`src/rtl/pipe_ctrl.sv`:
```
// Pipeline controller for the 5-stage core.
// Sequences hazard stalls, memory-busy freezes, the multicycle divider window
// and exception redirects. It also generates the MEM->ID forwarding selects
// used by branch source selection.
module pipe_ctrl #(
  parameter int unsigned DIV_CYCLES = 32
) (
  input  logic       clk,
  input  logic       rst,
  input  logic [4:0] id_rs_regf,
  input  logic [4:0] id_rt_regf,
  input  logic       id_uses_rs,
  input  logic       id_uses_rt,
  input  logic       id_is_branch,
  input  logic [4:0] ex_rd_regf,
  input  logic       ex_wr,
  input  logic       ex_is_load,
  input  logic [4:0] mem_rd_regf,
  input  logic       mem_wr,
  input  logic       mem_is_load,
  input  logic       ex_div_start,
  input  logic       imem_busy,
  input  logic       dmem_busy,
  input  logic       exc_valid,
  output logic       forward_rs,
  output logic       forward_rt,
  output logic       stall_if,
  output logic       stall_id,
  output logic       stall_ex,
  output logic       stall_mem,
  output logic       flush_id,
  output logic       flush_ex,
  output logic       flush_mem,
  output logic       flush_wb,
  output logic       div_busy,
  output logic       exc_redirect
);

  localparam int unsigned CNT_W = $clog2(DIV_CYCLES + 1);

  typedef enum logic [1:0] {
    RUN = 2'd0,
    DIV = 2'd1,
    EXC = 2'd2
  } state_t;

  state_t             state, state_nxt;
  logic [CNT_W-1:0]   cnt, cnt_nxt;

  logic rs_hit_ex, rt_hit_ex, rs_hit_mem, rt_hit_mem;
  logic hz, exc, mem_busy;

  // Source-register matches against EX and MEM destinations; $0 never matches
  assign rs_hit_ex  = id_uses_rs & (id_rs_regf != 5'd0) & ex_wr  & (ex_rd_regf  == id_rs_regf);
  assign rt_hit_ex  = id_uses_rt & (id_rt_regf != 5'd0) & ex_wr  & (ex_rd_regf  == id_rt_regf);
  assign rs_hit_mem = id_uses_rs & (id_rs_regf != 5'd0) & mem_wr & (mem_rd_regf == id_rs_regf);
  assign rt_hit_mem = id_uses_rt & (id_rt_regf != 5'd0) & mem_wr & (mem_rd_regf == id_rt_regf);

  // Load-use, or a branch that needs a result not yet available to ID
  assign hz = ((rs_hit_ex | rt_hit_ex) & (ex_is_load | id_is_branch))
            | (id_is_branch & (rs_hit_mem | rt_hit_mem) & mem_is_load);

  assign exc      = exc_valid | (state == EXC);
  assign mem_busy = imem_busy | dmem_busy;

  // State and divider counter register
  always_ff @(posedge clk) begin
    if (rst) begin
      state <= RUN;
      cnt   <= '0;
    end else begin
      state <= state_nxt;
      cnt   <= cnt_nxt;
    end
  end

  // Next-state and control outputs; priority is exception > memory busy > divider > hazard
  always_comb begin
    state_nxt    = state;
    cnt_nxt      = cnt;
    forward_rs   = 1'b0;
    forward_rt   = 1'b0;
    stall_if     = 1'b0;
    stall_id     = 1'b0;
    stall_ex     = 1'b0;
    stall_mem    = 1'b0;
    flush_id     = 1'b0;
    flush_ex     = 1'b0;
    flush_mem    = 1'b0;
    flush_wb     = 1'b0;
    div_busy     = 1'b0;
    exc_redirect = 1'b0;

    if (!rst) begin
      forward_rs = rs_hit_mem & ~mem_is_load;
      forward_rt = rt_hit_mem & ~mem_is_load;
      div_busy   = (state == DIV);

      if (exc) begin
        // Flush everything; redirect only once instruction fetch can accept it
        flush_id     = 1'b1;
        flush_ex     = 1'b1;
        flush_mem    = 1'b1;
        flush_wb     = 1'b1;
        cnt_nxt      = '0;
        exc_redirect = ~imem_busy;
        state_nxt    = imem_busy ? EXC : RUN;
      end else if (mem_busy) begin
        // Freeze the whole pipe, including any divider countdown
        stall_if  = 1'b1;
        stall_id  = 1'b1;
        stall_ex  = 1'b1;
        stall_mem = 1'b1;
        flush_wb  = 1'b1;
      end else if (state == DIV) begin
        stall_if  = 1'b1;
        stall_id  = 1'b1;
        stall_ex  = 1'b1;
        flush_mem = 1'b1;
        if (cnt == '0) begin
          state_nxt = RUN;
        end else begin
          cnt_nxt = cnt - CNT_W'(1);
        end
      end else begin
        if (hz) begin
          stall_if = 1'b1;
          stall_id = 1'b1;
          flush_ex = 1'b1;
        end
        if (ex_div_start) begin
          state_nxt = DIV;
          cnt_nxt   = CNT_W'(DIV_CYCLES - 1);
        end
      end
    end
  end

endmodule

```
`config.mk`:
```
export PLATFORM = sky130hd
export DESIGN_NAME = pipe_ctrl
export DESIGN_NICKNAME = d
export VERILOG_FILES = /design/src/rtl/pipe_ctrl.sv
export SDC_FILE = /design/constraint.sdc
export NUM_CORES = 1
export LEC_CHECK = 0
export CAP_MARGIN = 0
export CORE_MARGIN = 5
export CORE_UTILIZATION = 35
export CTS_CLUSTER_DIAMETER = 120
export CTS_CLUSTER_SIZE = 28
export DETAILED_ROUTE_END_ITERATION = 6
export PLACE_DENSITY = 0.81
export SYNTH_ARGS = -nofsm -noshare
export SYNTH_HDL_FRONTEND = slang
export SYNTH_SLANG_ARGS = --single-unit
```
`constraint.sdc`:
```
create_clock -name clk -period 2.9 [get_ports clk]
set_clock_uncertainty 0.1 [all_clocks]
set_input_delay 0.87 -clock clk [delete_from_list [all_inputs] [get_ports clk]]
set_output_delay 0.87 -clock clk [all_outputs]
set_load 0.03 [all_outputs]
```
==> results.yml, run 1 <==
outcome:
  run_status: "finished with violations"
  violations: "setup timing"
die:
  floorplan.die.width_um: 58.5
  rows: 17
  floorplan.initialDensity_pct: 36.8
  fp.coreArea_sq_um: 2230
  die-height_um: 58.5
  die-area_sq_um: 3420
  i_o_pin_count: 45
detailed_routing:
  detailroute.via_count: 1051
  detail_route.wl_per_cell_um: 14.0
  detail_route.iter0.violations: 51
  drt-pass1-iter-count: 4
  vias_per_cell: 5.10
  met3RoutedLength_um: 224
  wl_met2_um: 1540
  drc: 0
  antenna_left: 0
  routed_wirelength_um: 2890
  wirelength_met1_um: 1040
  top_signal_layer_used: "met4"
setup_path:
  setup.worst_path.start: "id_rt_regf[2]"
  regToRegEndpoint: "cnt[5]"
  critical_path_slowest_stage_cell: "sky130_fd_sc_hd__or4_4"
  slowest_delay_ns: 0.54
  critPathCapture: "flush_ex"
  crit_path_max_fanout: 2
  critPathRequiredTime_ns: 1.93
  path_depth: 8
  regToRegStartpoint: "cnt[0]"
  worstPathArrival_ns: 2.36
  critical_path.n_buffers_inverters: 3
  cp-end-kind: "primary output"
  crit_path_cell_trace: "buf_8 -> or4_4 -> o21ai_4 -> nor3_2 -> o211ai_1 -> buf_4 -> o311ai_4 -> buf_6"
  timing.setup.critical_path_class: "in -> out"
  start_kind: "input port"
  worst_r2r_path_depth: 7
  timing.reg2reg.setup_slack_ns: 0.96
  critical_path.top_delay_family: "simple AND/OR/NAND/NOR gates"
cts:
  tritoncts.num_buffers: 3
  cts.htree.levels: 1
  cts_max_path_buffers: 2
  clk-insertion-delay-late_ns: 0.27
  cts_tree: "done"
  cts_root_buf: "sky130_fd_sc_hd__clkbuf_4"
  postCtsHoldBufs: 0
  cts.sink_count: 8
  cts.clk_slew.worst_paths_ns: 0.06
sta:
  final_min_period_over_clock_period_pct: 115
  timing.fmax_mhz: 301
  grt_setup_unrepaired: "yes"
  max_slew.worst_pin.slew_ns: 0.340
  maxSlewViolCount: 0
  setup_slack_ns: -0.426
  report.final.hold_viol_count: 0
  slew-limit-headroom_pct: 77.3
  timing.setup.tns_ns: -1.52
  post-route-min-period_ns: 3.33
  setup_violations: 5
global_routing:
  total_grt_usage_pct: 17.9
  largest_net_degree_at_the_start_of_global_routing: 10
  grt_pass1_wl_um: 4730
  grt_antenna_before_repair: 0
  first_global_vias: 1162
  grt.overflow.total: 0
logic_synthesis:
  synth.net_count: 145
  synth_area_per_cell_sq_um: 7.47
  synth.yosys.warnings: 0
  synth_area_sq_um: 822
  synth_seq_cells: 8
  synth_seq_area_share_pct: 19.5
  synth.distinct_cells: 29
  postSynthCellCount: 110
hold_path:
  hp-class: "reg -> reg"
  min-delay-start: "cnt[0]"
placement:
  dp.final_hpwl_um: 2280
  place.gp.congestion: 1.00
  port_buffers: 44
pwr:
  max-vdd-ir-drop_mv: 0.267
  power.density_nw_per_um2: 252
  design_power_total_uw: 402
  leakagePower_uw: 0.000671
finish:
  fin_nets: 215
  area_delta_synth_final_pct: 94.1
  most-common-layout-cells: "30 x sky130_fd_sc_hd__buf_4, 19 x sky130_fd_sc_hd__xnor2_1, 16 x sky130_fd_sc_hd__dlygate4sd2_1"
  filler_cell_count: 178
  final_common_cell: "sky130_fd_sc_hd__buf_4"
  post_route_cells_drive_above_1_share_pct: 41.0
  number_of_antenna_repair_diodes: 0
run:
  maxCapViolCount: 0
==> registers in the layout, indices dropped and copies added, names as in the netlist <==
| signal | count |
|---|---|
| cnt | 6 |
| state | 2 |
==> kinds of logic after synthesis <==
logic type	after synthesis	share of synthesized area (%)
simple gates	48	31.2
xor+xnor	24	25.6
compound gates	19	16.1
buf+inv	9	4.57
flops	8	19.5
fa+ha+maj	2	3.04
==> repair_timing <==
item,in CTS,in global routing
cloned,0,0
buffers inserted,3,0
pin swaps,17,4
resized for setup,109,7
setup endpoints to repair,10,7
==> how the worst min path moves through the flow <==
stage | cells after the start | slack, ns | to
after CTS | 1 | 0.37 | cnt[0]
after detailed placement | 1 | 0.36 | cnt[0]
final | 1 | 0.37 | cnt[0]
after global placement | 1 | 0.36 | cnt[0]
after floorplan | 1 | 0.34 | cnt[0]
after global routing | 1 | 0.38 | cnt[0]
==> per-stage QoR <==
step           hold slack [ns]  util, %  cell area (sq um)  std cells  worst slack (ns)
6_report                 0.374     71.4               1600        206            -0.426
5_1_grt                  0.385     71.4               1600        206            -0.502
4_1_cts                  0.370     70.3               1570        206            -0.420
3_5_place_dp             0.360     64.8               1450        200             -1.31
3_3_place_gp             0.358     64.8               1450        200             -1.23
2_1_floorplan            0.337        -                851        110            -0.363
==> where the power goes <==
part | total, uW | switching (uW) | internal [uW]
clock | 88.5 | 40.9 | 47.6
combinational | 196 | 92.5 | 103
sequential | 117 | 3.64 | 114
==> routing by layer <==
layer | track usage, % | vias up
met5 | 0 | -
met4 | 9.27 | 0
met3 | 3.07 | 9
met2 | 36.7 | 47
met1 | 16.2 | 474
li1 | - | 521
==> layout make-up <==
class | instances | area (sq um) | area share (%)
inverters | 6 | 22.5 | 1.41
flip-flops and latches | 8 | 160 | 10.0
repair buffers | 68 | 587 | 36.8
clock buffers | 3 | 22.5 | 1.41
multi-input cells | 93 | 768 | 48.2
well taps | 28 | 35.0 | 2.20
==> cell usage after synthesis <==
cell type                  count  area share, %
sky130_fd_sc_hd__dfxtp_1       8             19
sky130_fd_sc_hd__a211oi_1      2            1.8
sky130_fd_sc_hd__xnor2_1      21             22
sky130_fd_sc_hd__nor3b_1       2            1.8
sky130_fd_sc_hd__nand4_1       6            4.6
sky130_fd_sc_hd__buf_4         1           0.91
sky130_fd_sc_hd__nor2_1       13            5.9
sky130_fd_sc_hd__or4_1         2            1.8
sky130_fd_sc_hd__nor3b_2       1            1.5
sky130_fd_sc_hd__nand3_1       1           0.61
sky130_fd_sc_hd__nor3_1        6            3.7
sky130_fd_sc_hd__and2_2        1           0.91
sky130_fd_sc_hd__nand2_1      10            4.6
sky130_fd_sc_hd__a31oi_1       1           0.76
sky130_fd_sc_hd__a221oi_4      1            3.2
sky130_fd_sc_hd__and4bb_1      1            1.5
sky130_fd_sc_hd__clkbuf_1      2           0.91
sky130_fd_sc_hd__nand2b_1      2            1.5
sky130_fd_sc_hd__o211ai_1      1           0.91
sky130_fd_sc_hd__o311ai_1      1            1.1
sky130_fd_sc_hd__o21bai_1      1           0.91
sky130_fd_sc_hd__a21oi_1       8            4.9
sky130_fd_sc_hd__o21ai_1       3            1.8
sky130_fd_sc_hd__inv_1         6            2.7
sky130_fd_sc_hd__or2_2         2            1.5
sky130_fd_sc_hd__xor2_1        3            3.2
sky130_fd_sc_hd__nor3_2        1            1.2
sky130_fd_sc_hd__ha_1          2            3.0
sky130_fd_sc_hd__o22ai_1       1           0.76
Power figures use the tool's default switching activity.
==> run 2: changes to the inputs <==
Settings changed: CORE_ASPECT_RATIO set to 1.4.
==> run 2 against run 1 <==
Against the previous run: global-route usage grew 1.7 points; die area increased by 0.39%; first-iteration DRC count shrank 78%; register-to-register slack improved by 0.03 ns; design area decreased by 2.2%; wire length up 8.7%; highest routed layer unchanged; cell count is 4.4% lower; largest power group unchanged; the run still ends with setup timing left; count of clock-buffer cells in the layout unchanged; flip-flop and latch count unchanged.
==> results.yml, run 2 (synthesized netlist as in run 1, its figures left out) <==
die:
  floorplan.die.width_um: 51.0
  i_o_pin_count: 45
  floorplan.initialDensity_pct: 37.3
  fp.coreArea_sq_um: 2200
  die-height_um: 67.3
  die-area_sq_um: 3430
  rows: 20
sta:
  maxSlewViolCount: 0
  post-route-min-period_ns: 3.38
  timing.fmax_mhz: 296
  report.final.hold_viol_count: 0
  slew-limit-headroom_pct: 77.8
  final_min_period_over_clock_period_pct: 117
  max_slew.worst_pin.slew_ns: 0.333
  grt_setup_unrepaired: "yes"
  setup_slack_ns: -0.483
  setup_violations: 5
hold_path:
  hp-class: "reg -> reg"
finish:
  layout_top_registers: "cnt (6), state (2)"
  fin_area_sq_um: 1560
  area_delta_synth_final_pct: 89.8
  filler_cell_count: 180
  fin_nets: 212
  most-common-layout-cells: "27 x sky130_fd_sc_hd__buf_4, 17 x sky130_fd_sc_hd__xnor2_1, 11 x sky130_fd_sc_hd__dlygate4sd2_1"
  multi_input_area_sq_um: 793
  post_route_cells_drive_above_1_share_pct: 45.7
  final_common_cell: "sky130_fd_sc_hd__buf_4"
  largest_reg_flops: 6
  flip_flop_and_latch_area_sq_um: 160
  top_register: "cnt"
  number_of_antenna_repair_diodes: 0
global_routing:
  grt_pass1_wl_um: 5130
  largest_net_degree_at_the_start_of_global_routing: 10
  first_global_vias: 1213
  grt.overflow.total: 0
  grt_antenna_before_repair: 0
  total_grt_usage_pct: 19.6
setup_path:
  slowest_delay_ns: 0.55
  critical_path_slowest_stage_cell: "sky130_fd_sc_hd__or4_4"
  critPathRequiredTime_ns: 1.93
  crit_path_cell_trace: "buf_6 -> or4_4 -> o21ai_4 -> nor3_2 -> o211ai_1 -> buf_4 -> a31oi_4 -> buf_6"
  cp-end-kind: "primary output"
  critical_path.top_delay_family: "simple AND/OR/NAND/NOR gates"
  start_kind: "input port"
  cp_common_cell: "sky130_fd_sc_hd__buf_6"
  critical_path.n_buffers_inverters: 3
  crit_path_max_fanout: 2
  timing.setup.critical_path_class: "in -> out"
  worstPathArrival_ns: 2.41
pwr:
  switching_power_summed_over_all_nets_uw: 139
  clkPwrFrac_pct: 21.2
  cell_internal_pwr_uw: 264
  leakagePower_uw: 0.000649
  max-vdd-ir-drop_mv: 0.134
  power.sequential.fraction_pct: 29.2
  power.density_nw_per_um2: 258
  switching_share_pct: 34.5
  combinational_fraction_of_design_power_pct: 49.5
cts:
  cts_tree: "done"
  cts_max_path_buffers: 2
  cts.htree.levels: 1
  cts_root_buf: "sky130_fd_sc_hd__clkbuf_4"
  tritoncts.num_buffers: 3
  cts.sink_count: 8
  clk-insertion-delay-late_ns: 0.25
  cts.clk_slew.worst_paths_ns: 0.06
detailed_routing:
  detail_route.wl_per_cell_um: 15.9
  drt-pass1-iter-count: 4
  vias_per_cell: 5.42
  detail_route.iter0.violations: 11
  detailroute.via_count: 1067
  routed_wirelength_um: 3140
  drc: 0
  antenna_left: 0
run:
  maxCapViolCount: 0
placement:
  placement.cell_area_sq_um: 1410
  place.gp.congestion: 0.923
  dp.final_hpwl_um: 2360
  pre_cts_ws_ns: -1.25
  port_buffers: 44
outcome:
  run_status: "finished with violations"
  violations: "setup timing"
[run 2: changes by cell type in the layout (fill, tap and decap cells not counted), sizes merged]
cell	previous run	this run
clkbuf	3	8
dlygate4sd2	16	11
buf	44	42
dlymetal6s2s	2	0
clkdlybuf4s50	6	7
[run 2: timing repair]
item	in CTS	in global routing
setup buffers	3	1
gates resized for setup	107	22
hold buffers	0	0
setup endpoints to repair	10	8
pin swaps	17	15
[run 2: power by group through the flow]
stage,Clock [uW],Combinational (uW),Sequential [uW]
6_report,85.4,199,118
3_3_place_gp,0,174,119
2_1_floorplan,0,82.6,119
3_5_place_dp,0,178,120
4_1_cts,87.0,188,117
5_1_grt,95.2,213,118
[run 2: final timing paths]
check | start | end | slack [ns] | cells past startpoint
worst max-delay path | id_rt_regf[3] | stall_id | -0.48 | 8
worst max register to register | cnt[0] | cnt[5] | 0.99 | 7
worst min register to register | cnt[0] | cnt[0] | 0.37 | 1
worst min-delay path | cnt[0] | cnt[0] | 0.37 | 1
[run 2: stage by stage]
step | utilization, % | power, uW | TNS [ns] | hold slack, ns | std cells
after floorplan | - | 201 | -0.873 | 0.337 | 110
after CTS | 69.2 | 392 | -1.52 | 0.380 | 196
after global placement | 64.0 | 294 | -6.42 | 0.356 | 190
after detailed placement | 64.0 | 297 | -6.64 | 0.375 | 190
final | 70.9 | 402 | -1.85 | 0.374 | 197
after global routing | 70.9 | 426 | -2.13 | 0.411 | 197
[run 2: layout make-up]
type / count / share of cell area (%)
Inverter: 6 / 1.44
Sequential cell: 8 / 10.3
Timing Repair Buffer: 65 / 34.2
Tap cell: 22 / 1.76
Clock buffer: 3 / 1.44
Multi-Input combinational cell: 93 / 50.8
[run 2: per-layer routing]
metal | vias up | wire, um | track usage [%]
li1 | 516 | - | -
met1 | 487 | 1080 | 18.1
met2 | 54 | 1680 | 36.2
met3 | 10 | 261 | 4.64
met4 | 0 | 114 | 14.7
met5 | - | 0 | 0
[run 2: worst register-to-register path, stage by stage, from the launching register on]
cell                       delay [ns]
sky130_fd_sc_hd__dfxtp_1         0.35
sky130_fd_sc_hd__inv_1           0.09
sky130_fd_sc_hd__ha_1            0.20
sky130_fd_sc_hd__and4bb_1        0.22
sky130_fd_sc_hd__a221oi_4        0.36
sky130_fd_sc_hd__nand4_1         0.16
sky130_fd_sc_hd__xor2_1          0.17
sky130_fd_sc_hd__nor3b_2         0.17
==> run 3: changes to the inputs <==
Settings changed: CAP_MARGIN 0 to unset.
==> results of run 3 <==
The final DEF is identical to that of run 2; final timing and power are the same.
